[src/rtl/mux_n_pipe.sv]
// N-way select of a multi-channel input, registered behind a two-entry
// (output + skid) valid/ready pipeline stage with an out-of-range error counter.
module mux_n_pipe #(
  parameter int unsigned WIDTH  = 64,
  parameter int unsigned NUM_IN = 4,
  parameter int unsigned SEL_W  = (NUM_IN > 1) ? $clog2(NUM_IN) : 1
) (
  input  logic                    clk,
  input  logic                    reset,
  input  logic [NUM_IN*WIDTH-1:0] in_data,
  input  logic [SEL_W-1:0]        sel,
  input  logic                    in_valid,
  output logic                    in_ready,
  output logic [WIDTH-1:0]        out_data,
  output logic                    out_err,
  output logic                    out_valid,
  input  logic                    out_ready,
  output logic [15:0]             err_cnt
);

  localparam int unsigned CNT_W = 16;
  localparam logic [CNT_W-1:0] CNT_MAX = '1;

  logic [WIDTH-1:0] r_out_data;
  logic             r_out_err;
  logic             r_out_valid;
  logic [WIDTH-1:0] r_skid_data;
  logic             r_skid_err;
  logic             r_skid_valid;
  logic             r_in_ready;
  logic [CNT_W-1:0] r_err_cnt;

  logic [WIDTH-1:0] w_beat_data;
  logic             w_beat_err;
  logic             w_accept;
  logic             w_out_free;
  logic [WIDTH-1:0] w_out_data_nxt;
  logic             w_out_err_nxt;
  logic             w_out_valid_nxt;
  logic [WIDTH-1:0] w_skid_data_nxt;
  logic             w_skid_err_nxt;
  logic             w_skid_valid_nxt;
  logic [CNT_W-1:0] w_err_cnt_nxt;

  // Channel select; an index with no matching channel yields zero data and err.
  always_comb begin
    w_beat_data = '0;
    w_beat_err  = 1'b1;
    for (int unsigned k = 0; k < NUM_IN; k++) begin
      if (sel == SEL_W'(k)) begin
        w_beat_data = in_data[k*WIDTH +: WIDTH];
        w_beat_err  = 1'b0;
      end
    end
  end

  assign w_accept   = in_valid && r_in_ready;
  assign w_out_free = !r_out_valid || out_ready;

  // Pipeline next state: OUT refills from SKID first so beat order is kept.
  always_comb begin
    w_out_data_nxt   = r_out_data;
    w_out_err_nxt    = r_out_err;
    w_out_valid_nxt  = r_out_valid;
    w_skid_data_nxt  = r_skid_data;
    w_skid_err_nxt   = r_skid_err;
    w_skid_valid_nxt = r_skid_valid;
    if (w_out_free) begin
      if (r_skid_valid) begin
        w_out_data_nxt   = r_skid_data;
        w_out_err_nxt    = r_skid_err;
        w_out_valid_nxt  = 1'b1;
        w_skid_valid_nxt = w_accept;
        if (w_accept) begin
          w_skid_data_nxt = w_beat_data;
          w_skid_err_nxt  = w_beat_err;
        end
      end else begin
        w_out_valid_nxt = w_accept;
        if (w_accept) begin
          w_out_data_nxt = w_beat_data;
          w_out_err_nxt  = w_beat_err;
        end
      end
    end else if (w_accept) begin
      w_skid_data_nxt  = w_beat_data;
      w_skid_err_nxt   = w_beat_err;
      w_skid_valid_nxt = 1'b1;
    end
  end

  // Saturating count of accepted out-of-range beats.
  always_comb begin
    w_err_cnt_nxt = r_err_cnt;
    if (w_accept && w_beat_err && (r_err_cnt != CNT_MAX)) begin
      w_err_cnt_nxt = r_err_cnt + CNT_W'(1);
    end
  end

  always_ff @(posedge clk or posedge reset) begin
    if (reset) begin
      r_out_data   <= '0;
      r_out_err    <= 1'b0;
      r_out_valid  <= 1'b0;
      r_skid_data  <= '0;
      r_skid_err   <= 1'b0;
      r_skid_valid <= 1'b0;
      r_in_ready   <= 1'b0;
      r_err_cnt    <= '0;
    end else begin
      r_out_data   <= w_out_data_nxt;
      r_out_err    <= w_out_err_nxt;
      r_out_valid  <= w_out_valid_nxt;
      r_skid_data  <= w_skid_data_nxt;
      r_skid_err   <= w_skid_err_nxt;
      r_skid_valid <= w_skid_valid_nxt;
      r_in_ready   <= !w_skid_valid_nxt;
      r_err_cnt    <= w_err_cnt_nxt;
    end
  end

  assign in_ready  = r_in_ready;
  assign out_data  = r_out_data;
  assign out_err   = r_out_err;
  assign out_valid = r_out_valid;
  assign err_cnt   = r_err_cnt;

endmodule

[config.mk]
export PLATFORM = sky130hd
export DESIGN_NAME = mux_n_pipe
export DESIGN_NICKNAME = d
export VERILOG_FILES = /design/src/rtl/mux_n_pipe.sv
export SDC_FILE = /design/constraint.sdc
export NUM_CORES = 1
export LEC_CHECK = 0
export ABC_CLOCK_PERIOD_IN_PS = 12150
export CELL_PAD_IN_SITES_DETAIL_PLACEMENT = 0
export CELL_PAD_IN_SITES_GLOBAL_PLACEMENT = 1
export CORE_MARGIN = 5
export CORE_UTILIZATION = 36
export CTS_BUF_LIST = sky130_fd_sc_hd__clkbuf_4 sky130_fd_sc_hd__clkbuf_8
export DETAILED_ROUTE_END_ITERATION = 10
export GPL_ROUTABILITY_DRIVEN = 0
export GPL_TIMING_DRIVEN = 0
export MAX_ROUTING_LAYER = met4
export PLACE_DENSITY = 0.88
export SYNTH_ARGS = -nofsm -noshare
export SYNTH_HDL_FRONTEND = slang
export SYNTH_SLANG_ARGS = --single-unit
[constraint.sdc]
create_clock -name clk -period 12.15 [get_ports clk]
set_clock_uncertainty 0.1 [all_clocks]
set_input_delay 3.0375 -clock clk [delete_from_list [all_inputs] [get_ports clk]]
set_output_delay 3.0375 -clock clk [all_outputs]
set_load 0.005 [all_outputs]
Word level (Yosys, flattened, before mapping)

Index checks and enable logic that the tools add are counted.

Flip-flop bits (word level): 149
Input bits: 262
Logic and storage cells: 45
Output and inout bits: 83

$add $sub $neg: 1
Reduce and logical (&&, ||, !) cells: 9
Equal/unequal tests: 5
Multiplexer cells: 22

Operator list:

| operator                                                              | number |
|---|---|
| 64-bit 2-to-1 mux                                                     | 9 |
| 16-bit by 1-bit adder with 16-bit output, second input constant       | 1 |
| 16-bit inequality test, second input constant                         | 1 |
| 1-bit 2-to-1 mux                                                      | 13 |
| 2-bit equality test, second input constant                            | 2 |
| 1-bit logical AND                                                     | 3 |
| 2-bit by 1-bit equality test with 1-bit output, second input constant | 1 |
| 1-bit zero test                                                       | 2 |
| 2-bit zero test                                                       | 1 |
| 2-bit inequality test, second input constant                          | 1 |
| 2-bit AND reduction                                                   | 1 |
| 2-bit nonzero test                                                    | 1 |
| 1-bit logical OR                                                      | 1 |

Logic depth before layout (Yosys ltp)

Gate-level depths: netlist of the first run.

Depth in word-level cells: 8
Depth in mapped cells: 5
Gate-level depth less buffers: 3

Worst setup path before layout of the first run

OpenSTA, ideal clock, no wires.

Path type: input port to flip-flop
Start: input port sel[1]
End: register r_out_data[15] (netlist: out_data[15])
Setup slack: 7718 ps
Data required time: 11924 ps
Arrival time: 4206 ps
Buffers on the path: 2
Library setup time: 126 ps
Stages on the path: 4
Path through: buf_2 > clkbuf_1 > mux4_2 > a221o_1

Cells in the longest elaborated chain, start to end: 7
Elaborated cells between the ends (all ways): 10
Classes of those cells: eq/ne: 3; mux: 6; reduce/logical: 1

Ends and longest elaborated chain:

| element                         | RTL line | RTL |
|---|---|---|
| from (decl)                     | 11       | `input logic [SEL_W-1:0] sel,` |
| 2-bit zero test                 | 50       | `if (sel == SEL_W'(k)) begin` |
| 64-bit 2-to-1 mux (3 in series) | 50       |  |
| 64-bit 2-to-1 mux (*)           | 50       |  |
| 64-bit 2-to-1 mux (*)           | 80       | `if (w_accept) begin` |
| 64-bit 2-to-1 mux (*)           | 69       | `if (r_skid_valid) begin` |
| to (signal assigned)            | 111      | `r_out_data <= w_out_data_nxt;` |
| to (decl)                       | 24       | `logic [WIDTH-1:0] r_out_data;` |

Every way passes the cells marked *; elsewhere a longest branch is shown, timed or not. The select of a mux whose other input is x is not followed.
A chain may end at the register's enable or synchronous reset.

Final worst setup path of the first run

Start: input port in_valid
End: register r_out_data[43] (netlist: out_data[43])

Cells in the longest elaborated chain, start to end: 3

Ends and longest elaborated chain:

| element                              | RTL line | RTL |
|---|---|---|
| from (decl)                          | 12       | `input logic in_valid,` |
| 1-bit logical AND                    | 57       | `assign w_accept = in_valid && r_in_ready;` |
| 2-bit nonzero test (no source line)  | --       |  |
| 2-bit AND reduction (no source line) | --       |  |

Every way passes these cells.

==> results of run 1 <==
==> sequential cells by signal (all words and copies together) (netlist names) <==
| signal | cells |
|---|---|
| err_cnt | 16 |
| in_ready | 1 |
| out_data | 64 |
| out_err | 1 |
| out_valid | 1 |
| r_skid_data | 64 |
| r_skid_err | 1 |
| r_skid_valid | 1 |
==> layout make-up <==
type                       instances  share of cell area
sequential                       149               0.322
timing repair buffer             343               0.298
multi-input combinational        267               0.284
tap                              270              0.0292
buffer                            64              0.0269
clock buffer                      19              0.0215
clock inverter                    12              0.0176
inverter                           2             0.00108
==> layer usage <==
metal | global-route usage | up-vias
met5 | - | -
met4 | 0.0564 | 0
met2 | 0.333 | 235
met3 | 0.0528 | 23
met1 | 0.246 | 3002
li1 | - | 2658
==> how the worst min path moves through the flow <==
stage / to / slack, ps
CTS: err_cnt[15]$_DFFE_PP0P_ / 360
global placement: err_cnt[3]$_DFFE_PP0P_ / 340
finish: err_cnt[15]$_DFFE_PP0P_ / 360
global route: err_cnt[10]$_DFFE_PP0P_ / 380
floorplan: err_cnt[0]$_DFFE_PP0P_ / 350
detailed placement: err_cnt[15]$_DFFE_PP0P_ / 340
==> critical path, cell delays in order <==
cell and delay, ps:
clkdlybuf4s50_1 460, nand2_1 110, nor3_2 770, clkbuf_1 480, a221o_1 230
==> Yosys cell counts (all sizes together) <==
cell | number | area share
nand2 | 1 | 0.00051
and2 | 1 | 0.00085
o21ai | 1 | 0.00068
dfrtp | 149 | 0.51
mux4 | 64 | 0.20
nand3 | 1 | 0.00068
a21boi | 1 | 0.0010
inv | 2 | 0.0010
clkbuf | 39 | 0.020
a21o | 2 | 0.0020
a221o | 64 | 0.087
and3 | 64 | 0.055
a32o | 1 | 0.0014
nand2b | 1 | 0.00085
nor2b | 1 | 0.00085
buf | 25 | 0.022
mux2 | 64 | 0.098
nor3 | 1 | 0.0014
==> report_power, final <==
part | total (mW) | internal [mW] | switching (mW)
logic | 0.870 | 0.539 | 0.332
clock network | 0.441 | 0.249 | 0.192
registers | 0.822 | 0.714 | 0.108
total | 2.13 | 1.50 | 0.632
==> metrics by stage <==
step / cells / power [mW] / worst slack [ps]
global placement: 1094 / 1.68 / 2940
CTS: 1126 / 2.16 / 7330
detailed placement: 1095 / 1.71 / 6840
global route: 1126 / 2.26 / 7190
finish: 1126 / 2.13 / 7330
floorplan: 482 / 1.26 / 5000
==> kinds of logic (layout without fill, tap and decap cells) <==
family	after synthesis	count (layout)
DFF	149	149
and+or+nand+nor	70	70
muxes	128	128
buffers and inverters	66	440
AOI/OAI and AO/OA	69	69
==> key figures, run 1 <==
Floorplanning
  • Initial Utilization: 0.364
  • Ports: 345
  • Die Wd: 153 um
  • Die area: 0.0233 mm2
  • Number of cell rows: 52
  • Die height: 153 um
  • Core area: 0.0202 mm2

Setup path
  • Crit Path Max Fanout: 10
  • Crit Path Category: primary input to flop
  • Worst EP arrival: 5100 ps
  • Worst setup endpoint: out_data[43]$_DFFE_PP0P_
  • Critical Path Sink Type: flop
  • R2r setup slk: 10010 ps
  • Reg2reg end: out_data[43]$_DFFE_PP0P_
  • CP startpoint: in_valid
  • Worst R2R Start: in_ready$_DFF_PP0_
  • Startpoint Class: primary input
  • Data required time at the worst endpoint: 12440 ps
  • FF-to-FF path depth: 4

Cells and area
  • Fin area: 0.0116 mm2
  • Register area: 0.00373 mm2
  • Layout area overhead: 57.8%
  • Commonest non-fill, non-tap cell in the layout: clkdlybuf4s50_1
  • Most frequent cells in the layout: clkdlybuf4s50_1 (342), dfrtp_1 (149), mux2_2 (64), and3_1 (64), a221o_1 (64)
  • Diode count: 0
  • Area of the multi-input gates: 0.00329 mm2
  • Number of nets in the layout: 1106
  • Fraction of layout cells with a size suffix above 1: 0.210
  • Filler cells: 1668
  • Post-layout util: 0.575

Timing
  • Final Hold Vio Count: 0
  • Final Max Tran Viols: 0
  • Fmax: 208 MHz
  • RSZ-0062 raised after global routing: false
  • Hold WS: 359 ps
  • Setup TNS Final: 0 ps
  • Fin crit share: 0.396
  • Final setup vio count: 0
  • Min Tclk post-route: 4820 ps
  • Slew HR: 0.379
  • Measured slew at the worst slew-check pin: 926 ps

Pwr
  • PwrDens: 184 mW/mm2
  • Peak VDD IR: 0.0000882 V
  • Lkg Pwr: 4.84 nW

Flow run
  • # Max-Cap Violations: 0

Clocking
  • Clk_lat worst skew: 450 ps
  • Post-CTS Hold Fix Bufs: 0
  • CTS Sinks: 149
  • Root Buffer: clkbuf_8
  • CTS buffer count: 17
  • Clock buffer depth: 2
  • Clock transition at path regs: 80 ps
  • CTS tree: built
  • CTS resizes: 0
  • H-tree Lvls: 4
  • Buffer count from post-CTS setup fixing: 0

Synthesis
  • Ys Warns: 0
  • #FFs+latches synth: 149
  • Sequential area share after synthesis: 0.508
  • Synth Area in XOR/XNOR: 0
  • Synth unique cells: 21
  • Post-Syn Nets: 744
  • Post-synthesis mux area share: 0.297
  • Synth Area in Simple Gates: 0.0597
  • Synthesized area per cell: 15.2 um2
  • Post-synthesis compound-gate area fraction: 0.0924
  • Combinational family with the most area after synthesis: multiplexers
  • Synth Instances: 482
  • Mapped Area: 0.00734 mm2
  • Synth Area in Adders: 0

Drt
  • DR WL met3: 1580 um
  • Routed wl met2: 11700 um
  • Top Metal Used: met4
  • Drt wl/cell: 20.4 um
  • Drt via density: 5.26
  • DRC viols: 0
  • Initial DRT Pass Iterations: 4
  • Drt initial violations: 264
  • Post-Route WL: 23000 um
  • Detail Route Antenna Nets: 0
  • Metal1 wirelength: 9330 um
  • Via Count: 5918

Placed design
  • DPL Wire Length: 17900 um
  • PortBufs: 342
  • Placed Area: 0.0111 mm2

Worst hold path
  • Hold Path Class: flop to flop
  • WHS Path Cells: 1
  • HP Start: err_cnt[15]$_DFFE_PP0P_

Global routing
  • Vias in the first global route: 6443
  • Largest net degree at the start of global routing: 82
  • Initial antenna violation count: 0
  • Total grt overflow: 0
  • First-pass GRT wire length: 36000 um
  • All-layer global routing usage: 0.201

Status
  • Status: completed
(Power assumes the default switching activity.)
==> run 2: changes to the inputs <==
==> config.mk (replaced) <==
export PLATFORM = sky130hd
export DESIGN_NAME = mux_n_pipe
export DESIGN_NICKNAME = d
export VERILOG_FILES = /design/src/rtl/mux_n_pipe.sv
export SDC_FILE = /design/constraint.sdc
export NUM_CORES = 1
export LEC_CHECK = 0
export ABC_CLOCK_PERIOD_IN_PS = 4900
export CELL_PAD_IN_SITES_DETAIL_PLACEMENT = 0
export CELL_PAD_IN_SITES_GLOBAL_PLACEMENT = 1
export CORE_MARGIN = 5
export CORE_UTILIZATION = 33
export CTS_BUF_LIST = sky130_fd_sc_hd__clkbuf_4 sky130_fd_sc_hd__clkbuf_8
export DETAILED_ROUTE_END_ITERATION = 10
export GPL_ROUTABILITY_DRIVEN = 0
export GPL_TIMING_DRIVEN = 0
export MAX_ROUTING_LAYER = met4
export PLACE_DENSITY = 0.81
export SYNTH_ARGS = -nofsm -noshare
export SYNTH_HDL_FRONTEND = slang
export SYNTH_SLANG_ARGS = --single-unit
==> constraint.sdc (replaced) <==
create_clock -name clk -period 4.9 [get_ports clk]
set_clock_uncertainty 0.1 [all_clocks]
set_input_delay 1.225 -clock clk [delete_from_list [all_inputs] [get_ports clk]]
set_output_delay 1.225 -clock clk [all_outputs]
set_load 0.005 [all_outputs]
==> run 2 against run 1 <==
  * Setup slack got worse by 5500 ps
  * Sequential power up 150%
  * Die area grew 8.5%
  * Register-to-register slack got worse by 7300 ps
  * Non-clock buffer count rose by 3
  * First-iteration DRC count shrank 12%
  * Clock power up 99%
  * Utilization fell by 4.7 points
  * Wire length up 1.9%
  * Largest cell class unchanged
  * Largest power group unchanged
==> key figures, run 2 (synthesized netlist as in run 1, its figures left out) <==
Status
  • Status: completed

Timing
  • Slew HR: 0.439 (+0.0598)
  • RSZ-0062 raised after global routing: false
  • Setup ws final: 1860 ps (-5480 ps)
  • Setup TNS Final: 0 ps (unchanged)
  • Final setup vio count: 0 (unchanged)
  • Final Max Tran Viols: 0 (unchanged)
  • Fmax: 328 MHz
  • Fin crit share: 0.621
  • Min Tclk post-route: 3040 ps
  • Final Hold Vio Count: 0 (unchanged)
  • Measured slew at the worst slew-check pin: 837 ps (-89.2 ps)

Setup path
  • Worst EP arrival: 3330 ps (-1770 ps)
  • Crit-path slowest cell: nor3_2
  • Crit Path Category: primary input to flop
  • FF-to-FF path depth: 4 (unchanged)
  • Crit Path Max Fanout: 10 (unchanged)
  • Critical Path Sink Type: flop
  • Critical Path Stages: 5 (unchanged)
  • R2r setup slk: 2750 ps (-7260 ps)
  • Cell family with the largest share of critical-path delay: buffers and inverters
  • Crit-path cells: clkdlybuf4s50_1 > nand2_1 > nor3_2 > clkbuf_1 > a221o_1
  • Buffer and inverter count on the worst path: 2 (unchanged)
  • Startpoint Class: primary input
  • CP max stage delay: 710 ps (-60 ps)
  • Data required time at the worst endpoint: 5180 ps (-7260 ps)

Clocking
  • CTS Sinks: 149 (unchanged)
  • Buffer count from post-CTS setup fixing: 0 (unchanged)
  • Clock transition at path regs: 90 ps (about the same)
  • H-tree Lvls: 4 (unchanged)
  • CTS resizes: 0 (unchanged)
  • Root Buffer: clkbuf_8
  • Post-CTS Hold Fix Bufs: 0 (unchanged)
  • Clock buffer depth: 2 (unchanged)
  • CTS tree: built
  • Clk_lat worst skew: 440 ps (about the same)
  • CTS buffer count: 17 (unchanged)

Cells and area
  • Most frequent cells in the layout: clkdlybuf4s50_1 (342), dfrtp_1 (149), mux2_2 (64), and3_1 (64), a221o_1 (64)
  • Fraction of layout cells with a size suffix above 1: 0.214 (+0.00367)
  • Layout area overhead: 57.4%
  • Layout Cells excl Fill: 1140 (+1.2%)
  • Post-layout util: 0.528 (-0.0467)
  • Commonest non-fill, non-tap cell in the layout: clkdlybuf4s50_1
  • Number of nets in the layout: 1109 (+0.27%)
  • Diode count: 0 (unchanged)

Drt
  • Drt via density: 5.22 (-0.61%)
  • Detail Route Antenna Nets: 0 (unchanged)
  • Initial DRT Pass Iterations: 4 (unchanged)
  • Post-Route WL: 23500 um (+1.9%)
  • Drt wl/cell: 20.6 um (+0.66%)
  • DRC viols: 0 (unchanged)
  • Drt initial violations: 233 (-12%)
  • Via Count: 5955 (+0.63%)

Pwr
  • Power Total: 5.07 mW (+140%)
  • PwrDens: 439 mW/mm2 (+140%)
  • Peak VDD IR: 0.000153 V (+74%)
  • Lkg Pwr: 4.82 nW (-0.48%)

Floorplanning
  • Initial Utilization: 0.335 (-0.0286)
  • Die Wd: 159 um (+4.2%)
  • Ports: 345 (unchanged)
  • Die area: 0.0253 mm2 (+8.5%)
  • Core area: 0.0219 mm2 (+8.5%)
  • Number of cell rows: 54 (+3.8%)
  • Die height: 159 um (+4.2%)

Placed design
  • Setup WS pre-CTS: 1330 ps (-5510 ps)
  • DPL Wire Length: 18400 um (+2.9%)
  • PortBufs: 342 (unchanged)
  • Dpl cells: 1108 (+1.2%)

Worst hold path
  • WHS Path Cells: 1 (unchanged)
  • Hold Path Class: flop to flop

Global routing
  • All-layer global routing usage: 0.189 (-0.0127)
  • Total grt overflow: 0 (unchanged)
  • Largest net degree at the start of global routing: 42 (-49%)
  • First-pass GRT wire length: 36800 um (+2.3%)
  • Vias in the first global route: 6416 (-0.42%)
  • Initial antenna violation count: 1 (+1)

Flow run
  • # Max-Cap Violations: 0 (unchanged)
[run 2: changes by cell type in the layout (fill, tap and decap cells not counted), sizes merged]
cell,previous run,this run
inv,3,7
clkinvlp,3,4
buf,26,29
clkbuf,58,56
clkinv,3,6
bufinv,5,0
[run 2: area by class of cell]
| cell class | count | area, um2 |
|---|---|---|
| sequential | 149 | 3730 |
| clock inverter | 15 | 123 |
| clock buffer | 17 | 234 |
| buffer | 64 | 312 |
| multi-input combinational | 267 | 3290 |
| timing repair buffer | 346 | 3500 |
| inverter | 2 | 11.3 |
| tap | 280 | 350 |
| fill | 1942 | 10300 |
[run 2: final timing paths]
| path | start | endpoint |
|---|---|---|
| min in group asynchronous | reset | err_cnt[15]$_DFFE_PP0P_ |
| setup / recovery | in_valid | out_data[37]$_DFFE_PP0P_ |
| hold reg to reg | err_cnt[13]$_DFFE_PP0P_ | err_cnt[13]$_DFFE_PP0P_ |
| hold / removal | err_cnt[13]$_DFFE_PP0P_ | err_cnt[13]$_DFFE_PP0P_ |
| setup reg to reg | in_ready$_DFF_PP0_ | out_data[37]$_DFFE_PP0P_ |
| max in group asynchronous | reset | r_skid_data[25]$_DFFE_PP0P_ |
[run 2: metal layers]
layer / track usage / share of wire / wire, um
met1: 0.232 / 0.42 / 9740
met2: 0.312 / 0.50 / 11800
met3: 0.0536 / 0.070 / 1630
met4: 0.0403 / 0.012 / 286
met5: - / 0 / 0
[run 2: worst reg2reg max path: stages (launching register included)]
cell	delay, ps
dfrtp_1	380
nand2_1	150
nor3_2	710
clkbuf_1	510
a221o_1	250
[run 2: where the power goes]
group	internal, mW	leakage (nW)	switching, mW
clock network	0.362	0.176	0.514
registers	1.77	1.83	0.262
logic	1.34	2.81	0.825
[run 2: stage by stage]
| stage | hold slack [ps] | instance area (um2) |
|---|---|---|
| 6_report | 361 | 11600 |
| 5_1_grt | 379 | 11600 |
| 4_1_cts | 367 | 11600 |
| 3_5_place_dp | 345 | 11200 |
| 3_3_place_gp | 340 | 11100 |
| 2_1_floorplan | 352 | 7340 |
